`src/rtl/reg_scoreboard_if.sv`:
```
// Decode-issue and write-back signal bundle for the register write-hazard scoreboard.
// The decode/write-back side drives through master; the scoreboard uses slave.
interface reg_scoreboard_if #(
   parameter int unsigned ID_W = 4
) ();
   logic            issue_valid;
   logic            issue_ready;
   logic [ID_W-1:0] issue_srcA;
   logic [ID_W-1:0] issue_srcB;
   logic [ID_W-1:0] issue_dstE;
   logic [ID_W-1:0] issue_dstM;
   logic [ID_W-1:0] wb_dstE;
   logic [ID_W-1:0] wb_dstM;

   modport master (
      output issue_valid, issue_srcA, issue_srcB, issue_dstE, issue_dstM,
      output wb_dstE, wb_dstM,
      input  issue_ready
   );

   modport slave (
      input  issue_valid, issue_srcA, issue_srcB, issue_dstE, issue_dstM,
      input  wb_dstE, wb_dstM,
      output issue_ready
   );
endinterface

```
`src/rtl/reg_scoreboard.sv`:
```
// Write-hazard scoreboard: per-register pending-write counters gating decode issue.
// Optional macro SB_WB_BYPASS_EN lets a same-cycle write-back release hazards/saturation.
module reg_scoreboard #(
   parameter int unsigned REGNUM = 8,
   parameter int unsigned ID_W   = 4,
   parameter int unsigned NOREG  = 15,
   parameter int unsigned CNT_W  = 2
) (
   input  logic                   clk,
   input  logic                   rst,
   reg_scoreboard_if.slave        sb,
   input  logic                   flush,
   output logic [REGNUM-1:0]      busy,
   output logic [ID_W+CNT_W-1:0]  pending_total,
   output logic                   err
);
   localparam int unsigned SW   = CNT_W + 2;
   localparam int unsigned PW   = ID_W + CNT_W;
   localparam int unsigned CMAX = (1 << CNT_W) - 1;

   logic [REGNUM-1:0][CNT_W-1:0] cnt;
   logic [REGNUM-1:0][CNT_W-1:0] nxt;
   logic [REGNUM-1:0][1:0]       inc;
   logic [REGNUM-1:0][1:0]       dec;
   logic                         hazard;
   logic                         sat;
   logic                         ready;
   logic                         fire;
   logic                         uf;
   logic                         ok_a, ok_b, ok_e, ok_m, ok_we, ok_wm;
   logic [SW-1:0]                cnt_e, inc_e, dec_e, floor_e, tot_e;

   function automatic logic id_ok(input logic [ID_W-1:0] id);
      return (32'(id) < REGNUM) && (32'(id) != NOREG);
   endfunction

   always_comb begin
      ok_a  = id_ok(sb.issue_srcA);
      ok_b  = id_ok(sb.issue_srcB);
      ok_e  = id_ok(sb.issue_dstE);
      ok_m  = id_ok(sb.issue_dstM);
      ok_we = id_ok(sb.wb_dstE);
      ok_wm = id_ok(sb.wb_dstM);
   end

   always_comb begin
      hazard  = 1'b0;
      sat     = 1'b0;
      inc     = '0;
      dec     = '0;
      cnt_e   = '0;
      inc_e   = '0;
      dec_e   = '0;
      floor_e = '0;
      for (int unsigned r = 0; r < REGNUM; r++) begin
         inc[r] = 2'(ok_e && (32'(sb.issue_dstE) == r)) + 2'(ok_m && (32'(sb.issue_dstM) == r));
         dec[r] = 2'(ok_we && (32'(sb.wb_dstE) == r)) + 2'(ok_wm && (32'(sb.wb_dstM) == r));
         cnt_e  = SW'(cnt[r]);
         inc_e  = SW'(inc[r]);
         dec_e  = SW'(dec[r]);
`ifdef SB_WB_BYPASS_EN
         floor_e = dec_e;
`else
         floor_e = '0;
`endif
         // Both checks are written additively so (counter - dec) never goes negative.
         if (((ok_a && (32'(sb.issue_srcA) == r)) || (ok_b && (32'(sb.issue_srcB) == r)))
             && (cnt_e > floor_e))
            hazard = 1'b1;
         if (cnt_e + inc_e > SW'(CMAX) + floor_e)
            sat = 1'b1;
      end
      ready = !hazard && !sat && !flush;
      fire  = sb.issue_valid && ready;
   end

   assign sb.issue_ready = ready;

   always_comb begin
      nxt   = '0;
      uf    = 1'b0;
      tot_e = '0;
      for (int unsigned r = 0; r < REGNUM; r++) begin
         tot_e = SW'(cnt[r]) + (fire ? SW'(inc[r]) : SW'(0));
         if (SW'(dec[r]) > tot_e) begin
            nxt[r] = '0;
            uf     = 1'b1;
         end else begin
            nxt[r] = CNT_W'(tot_e - SW'(dec[r]));
         end
      end
   end

   always_comb begin
      busy          = '0;
      pending_total = '0;
      for (int unsigned r = 0; r < REGNUM; r++) begin
         busy[r]       = (cnt[r] != '0);
         pending_total = pending_total + PW'(cnt[r]);
      end
   end

   // Flush discards that cycle's issue and retire entirely, so it cannot raise err.
   always_ff @(posedge clk or negedge rst) begin
      if (!rst) begin
         cnt <= '0;
         err <= 1'b0;
      end else if (flush) begin
         cnt <= '0;
      end else begin
         cnt <= nxt;
         if (uf)
            err <= 1'b1;
      end
   end
endmodule

```
`src/flat_wrapper.sv`:
```
// flat-port wrapper written by rule: the top's interface ports become plain ports
module reg_scoreboard_flat 
#(
   parameter int unsigned REGNUM = 8,
   parameter int unsigned ID_W   = 4,
   parameter int unsigned NOREG  = 15,
   parameter int unsigned CNT_W  = 2
)
  (clk, rst, flush, busy, pending_total, err, sb_issue_valid, sb_issue_srcA, sb_issue_srcB, sb_issue_dstE, sb_issue_dstM, sb_wb_dstE, sb_wb_dstM, sb_issue_ready);
  reg_scoreboard_if #(.ID_W(ID_W)) sb_i ();
  input  logic clk;
  input  logic rst;
  input  logic flush;
  output logic [REGNUM-1:0] busy;
  output logic [ID_W+CNT_W-1:0] pending_total;
  output logic err;
  input wire logic [$bits(sb_i.issue_valid)-1:0] sb_issue_valid;
  input wire logic [$bits(sb_i.issue_srcA)-1:0] sb_issue_srcA;
  input wire logic [$bits(sb_i.issue_srcB)-1:0] sb_issue_srcB;
  input wire logic [$bits(sb_i.issue_dstE)-1:0] sb_issue_dstE;
  input wire logic [$bits(sb_i.issue_dstM)-1:0] sb_issue_dstM;
  input wire logic [$bits(sb_i.wb_dstE)-1:0] sb_wb_dstE;
  input wire logic [$bits(sb_i.wb_dstM)-1:0] sb_wb_dstM;
  output wire logic [$bits(sb_i.issue_ready)-1:0] sb_issue_ready;
  assign sb_i.issue_valid = sb_issue_valid;
  assign sb_i.issue_srcA = sb_issue_srcA;
  assign sb_i.issue_srcB = sb_issue_srcB;
  assign sb_i.issue_dstE = sb_issue_dstE;
  assign sb_i.issue_dstM = sb_issue_dstM;
  assign sb_i.wb_dstE = sb_wb_dstE;
  assign sb_i.wb_dstM = sb_wb_dstM;
  assign sb_issue_ready = sb_i.issue_ready;
  reg_scoreboard #(.REGNUM(REGNUM), .ID_W(ID_W), .NOREG(NOREG), .CNT_W(CNT_W)) u_core (.clk(clk), .rst(rst), .sb(sb_i), .flush(flush), .busy(busy), .pending_total(pending_total), .err(err));
endmodule
```
`config.mk`:
```
export PLATFORM = sky130hd
export DESIGN_NAME = reg_scoreboard_flat
export DESIGN_NICKNAME = d
export VERILOG_FILES = /design/src/rtl/reg_scoreboard_if.sv /design/src/rtl/reg_scoreboard.sv /design/src/flat_wrapper.sv
export SDC_FILE = /design/constraint.sdc
export NUM_CORES = 1
export LEC_CHECK = 0
export CAP_MARGIN = 20
export CORE_AREA = 2 2 73 75
export CTS_CLUSTER_SIZE = 30
export DETAILED_ROUTE_END_ITERATION = 10
export DIE_AREA = 0 0 75 77
export PLACE_DENSITY = 0.89
export SLEW_MARGIN = 20
export SYNTH_ARGS = -nofsm -noshare
export SYNTH_HDL_FRONTEND = slang
export SYNTH_SLANG_ARGS = --single-unit
```
`constraint.sdc`:
```
create_clock -name clk -period 8.2 [get_ports clk]
set_input_delay 2.05 -clock clk [delete_from_list [all_inputs] [get_ports clk]]
set_output_delay 2.05 -clock clk [all_outputs]
set_load 0.005 [all_outputs]
```
**Yosys cells after proc, flatten, opt, wreduce, memory -nomap -nowiden**

Index checks and enable logic that the tools add are counted.

- Equal/unequal tests: 48
- Reduce and logical (&&, ||, !) cells: 91
- Shift-type cells: 0
- $mul: 0
- Divide/modulo/power cells: 0
- $add $sub $neg: 47
- Order comparisons: 30
- Bitwise logic cells: 1
- Multiplexer cells: 41

Operators by type and width:

| kind | count |
|---|---|
| $eq 4x3->1 const B | 24 |
| $logic_and 1x1->1 | 65 |
| $add 2x2->3 | 17 |
| $eq 4x2->1 const B | 12 |
| $add 6x2->6 | 6 |
| $add 1x1->2 | 16 |
| $gt 2x4->1 | 8 |
| $gt 4x2->1 const B | 8 |
| $mux 2 | 16 |
| $eq 4x1->1 const B | 6 |
| $logic_not 4->1 | 6 |
| $lt 4x4->1 const B | 6 |
| $mux 1 | 24 |
| $ne 4x4->1 const B | 6 |
| $gt 2x1->1 const B | 8 |
| $mux 16 | 1 |
| $reduce_bool 2->1 | 8 |
| $sub 2x2->2 | 8 |
| $logic_or 1x1->1 | 8 |
| $logic_not 1->1 | 3 |
| $reduce_and 2->1 | 1 |
| $not 1->1 | 1 |

- Memories kept: 0
- Register bits after elaboration: 17
- Bits in read-only memories: 0
- RAM bits: 0
- Bits in latches: 0
- Logic and storage cells: 267

**Longest topological paths before layout**

- Depth after elaboration: 30
- Mapped depth: 19
- Mapped depth without buffers: 18

**Worst setup path after synthesis**

Ideal clock, no wire load.

- Path type: input-to-output
- Start: input sb_issue_dstM[3]
- End: output sb_issue_ready
- Setup slack: 2.549 ns
- Data arrival time: 3.601 ns
- Stages: 10
- Data required time: 6.150 ns
- Cells stage by stage: nand2b_1 > nor2_1 > ha_1 > ha_1 > nor4_1 > nand4_1 > nor2_1 > nand3_2 > buf_2 > nor3_1

- Word-level cells in the longest chain between the ends: 17
- Elaborated cells between the ends (all ways): 54
- Those cells by class: add/sub: 16; order compare: 9; eq/ne: 8; mux: 8; reduce/logical: 13

Ends and longest elaborated chain:

| item | line | text |
|---|---|---|
| from (decl) | flat_wrapper.sv:21 | `input wire logic [$bits(sb_i.issue_dstM)-1:0] sb_issue_dstM;` |
| $lt 4x4->1 / $ne 4x4->1 (equally long branches) | reg_scoreboard.sv:34 | `return (32'(id) < REGNUM) && (32'(id) != NOREG);` |
| $logic_and 1x1->1 | reg_scoreboard.sv:34 |  |
| $logic_and 1x1->1 | reg_scoreboard.sv:56 | `inc[r] = 2'(ok_e && (32'(sb.issue_dstE) == r)) + 2'(ok_m && (32'(sb.issue_dstM) == r));` |
| $add 1x1->2 | reg_scoreboard.sv:56 |  |
| $add 2x2->3 | reg_scoreboard.sv:70 | `if (cnt_e + inc_e > SW'(CMAX) + floor_e)` |
| $gt 4x2->1 | reg_scoreboard.sv:70 |  |
| $mux 1 (7 in series) | reg_scoreboard.sv:70 |  |
| $mux 1 * | reg_scoreboard.sv:70 |  |
| $logic_not 1->1 * | reg_scoreboard.sv:73 | `ready = !hazard && !sat && !flush;` |
| $logic_and 1x1->1 * (2 in series) | reg_scoreboard.sv:73 |  |
| to (decl) | flat_wrapper.sv:24 | `output wire logic [$bits(sb_i.issue_ready)-1:0] sb_issue_ready;` |

Every way passes the cells marked *; elsewhere a longest branch is shown, timed or not.

**Final worst setup path**

Ends and elaborated chain as after synthesis.

==> results by group <==
CTS
  – Clock sink count: 17
  – Root buf cell: clkbuf_8
  – Later-pin clock latency in the skew report: 0.25 ns
  – Hold_buf cts: 0
  – Num CTS Buffers: 3
  – Max clock buf depth: 2
  – Post-CTS resize count: 0
  – Clock transition at path regs: ~0.060 ns
  – Post-CTS Setup Bufs: 0
  – CTS H-tree lvls: 1
  – CTS tree: yes

Power
  – Leak: ~1.6 nW
  – Worst vdd ir: between 0.06 and 0.07 mV
  – Power Density: approximately 84 nW/um^2
  – Total power: between 200 and 300 uW

Yosys
  – Syn Std Cell Area: just under 3000 um^2
  – Synth Area per Inst: around 8.4 um^2
  – Ys Warns: 0
  – Top cells by area, synth: ha_1 (26%), dfrtp_1 (15%), fa_1 (13%), inv_1 (7.1%), nor3_1 (5.3%)
  – Largest area contributor in the netlist: ha_1
  – Yosys top cell area share: between 20% and 30%
  – Syn Nets: approximately 460
  – Yosys cell types: between 40 and 50
  – Top FF cell, synth: dfrtp_1
  – Post-synthesis async set-or-reset flop share: between 90% and 100%
  – Post-Syn Instances: 350
  – EDFF count, synth: 0
  – Seq/Total Area, Yosys: about 15%
  – #FFs+latches synth: 17

Floorplanning
  – Area of the core: 4977 um^2
  – Chip width: ~75 um
  – DIE AREA: roughly 5800 um^2
  – Row cnt: 26
  – I/O pins: 44
  – Initial core utilization: between 50% and 60%
  – Chip Height: roughly 77 um

Layout
  – Utilization after layout: between 60% and 70%
  – Net count reported at finish: 498
  – Fin area: between 3000 and 4000 um^2
  – Layout cell share with drive strength beyond 1: between 3 and 4%
  – Area Growth Syn to Fin: 17.59%
  – N_diodes: 0

Route
  – DR WL/cell: around 15 um
  – Routed Antenna Nets: 0
  – Detail-routed via count per cell: ~5.6
  – Drt first pass iters: 4
  – Routed Wire Length: about 7000 um
  – First-iteration detailed-routing DRC count: 147
  – DRC: 0
  – Via count: 2592

STA
  – Max transition margin: just over 50%
  – Fin crit period: 6.956 ns
  – Worst hold slack: about 0.47 ns
  – Tcrit/Tclk final: 84.82%
  – Worst-Margin Slew: around 0.74 ns
  – Setup violations, final: 0
  – RSZ-0062 raised after global routing: false
  – Setup_tns: 0 ns
  – Final Hold Viols: 0
  – Fin Clk Skew: 0.0008529 ns
  – Final max-slew violation count: 0
  – Fmax: around 140 MHz

GRT
  – Antenna violations before repair: 0
  – GRT overflow: 0
  – Vias in the first global route: 2659
  – Tot GR Track Use: between 20% and 30%
  – Largest net degree at the start of global routing: 19
  – First-pass GRT wire length: around 12000 um

Worst setup path
  – Crit path kind: input port to primary output
  – Worst path required time: around 6.2 ns
  – Worst path arrival time: between 4 and 5 ns
  – CP Capture Type: primary output
  – Worst-path fanout max: 17
  – CP Launch Type: input port

Run
  – Max Cap Viol: 0

Placed design
  – Placed Instance Area: between 3000 and 4000 um^2
  – Port bufs: 42
  – Placer Congestion: between 0.8 and 0.9
  – DPL Wire Length: 5807 um

Min path
  – Hold crit path type: flip-flop to flip-flop

Status
  – Status: finished, final reports clean
## flip-flops by register name, summed over array words and instances (netlist names)
name	count
u_core.cnt	16
u_core.err	1
## power breakdown
group          internal [mW]  total [mW]  switching [mW]
sequential            0.0872      0.0943         0.00715
clock                 0.0336      0.0612          0.0276
combinational         0.0645       0.132          0.0675
## metal layers
| layer | vias to the layer above | GRT usage (%) | part of all wire [%] |
|---|---|---|---|
| li1 | 1290 | - | - |
| met1 | 1201 | 32.56 | 44 |
| met2 | 85 | 44.82 | 49 |
| met3 | 16 | 2.628 | 4.6 |
| met4 | 0 | 8.929 | 2.7 |
| met5 | - | 0 | 0 |
## Yosys cell counts, drive strengths merged (2+ instances only)
| master | count |
|---|---|
| ha | 61 |
| inv | 55 |
| nor3 | 32 |
| nand2 | 26 |
| nor2 | 22 |
| fa | 19 |
| dfrtp | 17 |
| nor4 | 17 |
| nand2b | 12 |
| a211oi | 10 |
| nand3 | 10 |
| a21oi | 8 |
| xor2 | 7 |
| buf | 5 |
| or4 | 5 |
| a21o | 4 |
| clkbuf | 4 |
| nor2b | 4 |
| nand4 | 3 |
| o211ai | 3 |
| o21a | 3 |
| or2 | 3 |
| a311oi | 2 |
| nor3b | 2 |
| o21ai | 2 |
| o21bai | 2 |
| or3b | 2 |
| xnor2 | 2 |
## through the flow
| step | instances | setup WS (ns) |
|---|---|---|
| finish | 459 | 1.244 |
| global route | 459 | 1.062 |
| CTS | 459 | 1.239 |
| detailed placement | 455 | 1.262 |
| global placement | 455 | 1.300 |
| floorplan | 350 | 2.549 |
## kinds of logic after synthesis
logic type	Yosys count	share of synthesized area (%)
AND/OR/NAND/NOR	140	25.03
adder cells (fa/ha/maj)	80	39.11
buffers and inverters	64	8.943
AO/OA/AOI/OAI	39	9.542
flip-flops	17	14.55
XOR/XNOR	9	2.696
other	1	0.1282
## path summary, 6_finish.rpt
check / cells past startpoint / slack, ns / from / to
hold / removal: 1 / 0.47 / u_core.err / u_core.err
setup reg to reg: 13 / 4.11 / u_core.cnt[15] / u_core.err
max in group asynchronous: 1 / 5.49 / rst / u_core.cnt[1]
min in group asynchronous: 1 / 2.24 / rst / u_core.cnt[10]
hold reg to reg: 1 / 0.47 / u_core.err / u_core.err
setup / recovery: 11 / 1.24 / sb_issue_dstM[3] / sb_issue_ready
## cell type report
type	count	area, um^2
clock buffers	3	41.29
flip-flops and latches	17	425.4
clock inverters	1	5.005
multi-input cells	269	2237
fillers	414	1539
repair buffers	44	435.4
inverters	55	206.4
well taps	70	87.58
## placed cells by master, fill, tap and decap left out, drive strengths merged, types with 2 or more instances in the layout
cell           instances
dfrtp                 17
a21oi                  8
or3b                   2
xnor2                  2
nand2b                12
inv                   55
a311oi                 2
nor2b                  4
o21bai                 2
fa                    19
ha                    61
or4                    5
a21o                   4
nor2                  22
a211oi                10
o21a                   3
o211ai                 3
nand2                 26
xor2                   7
o21ai                  2
clkbuf                 3
nor3                  32
or2                    3
nor4                  17
nand3                 10
clkdlybuf4s50         42
buf                    2
nand4                  3
nor3b                  2
## worst max-delay path, cell delays in order
cell and delay (ns):
clkdlybuf4s50_1 0.55, nand2b_1 0.19, nor2_1 0.07, ha_1 0.22, ha_1 0.18, nor4_1 0.27, nand4_1 0.13, nor2_1 0.13
nand3_2 0.26, nor3_1 0.32, clkdlybuf4s50_1 0.55
Note: power is estimated with default switching activity, not from simulation.
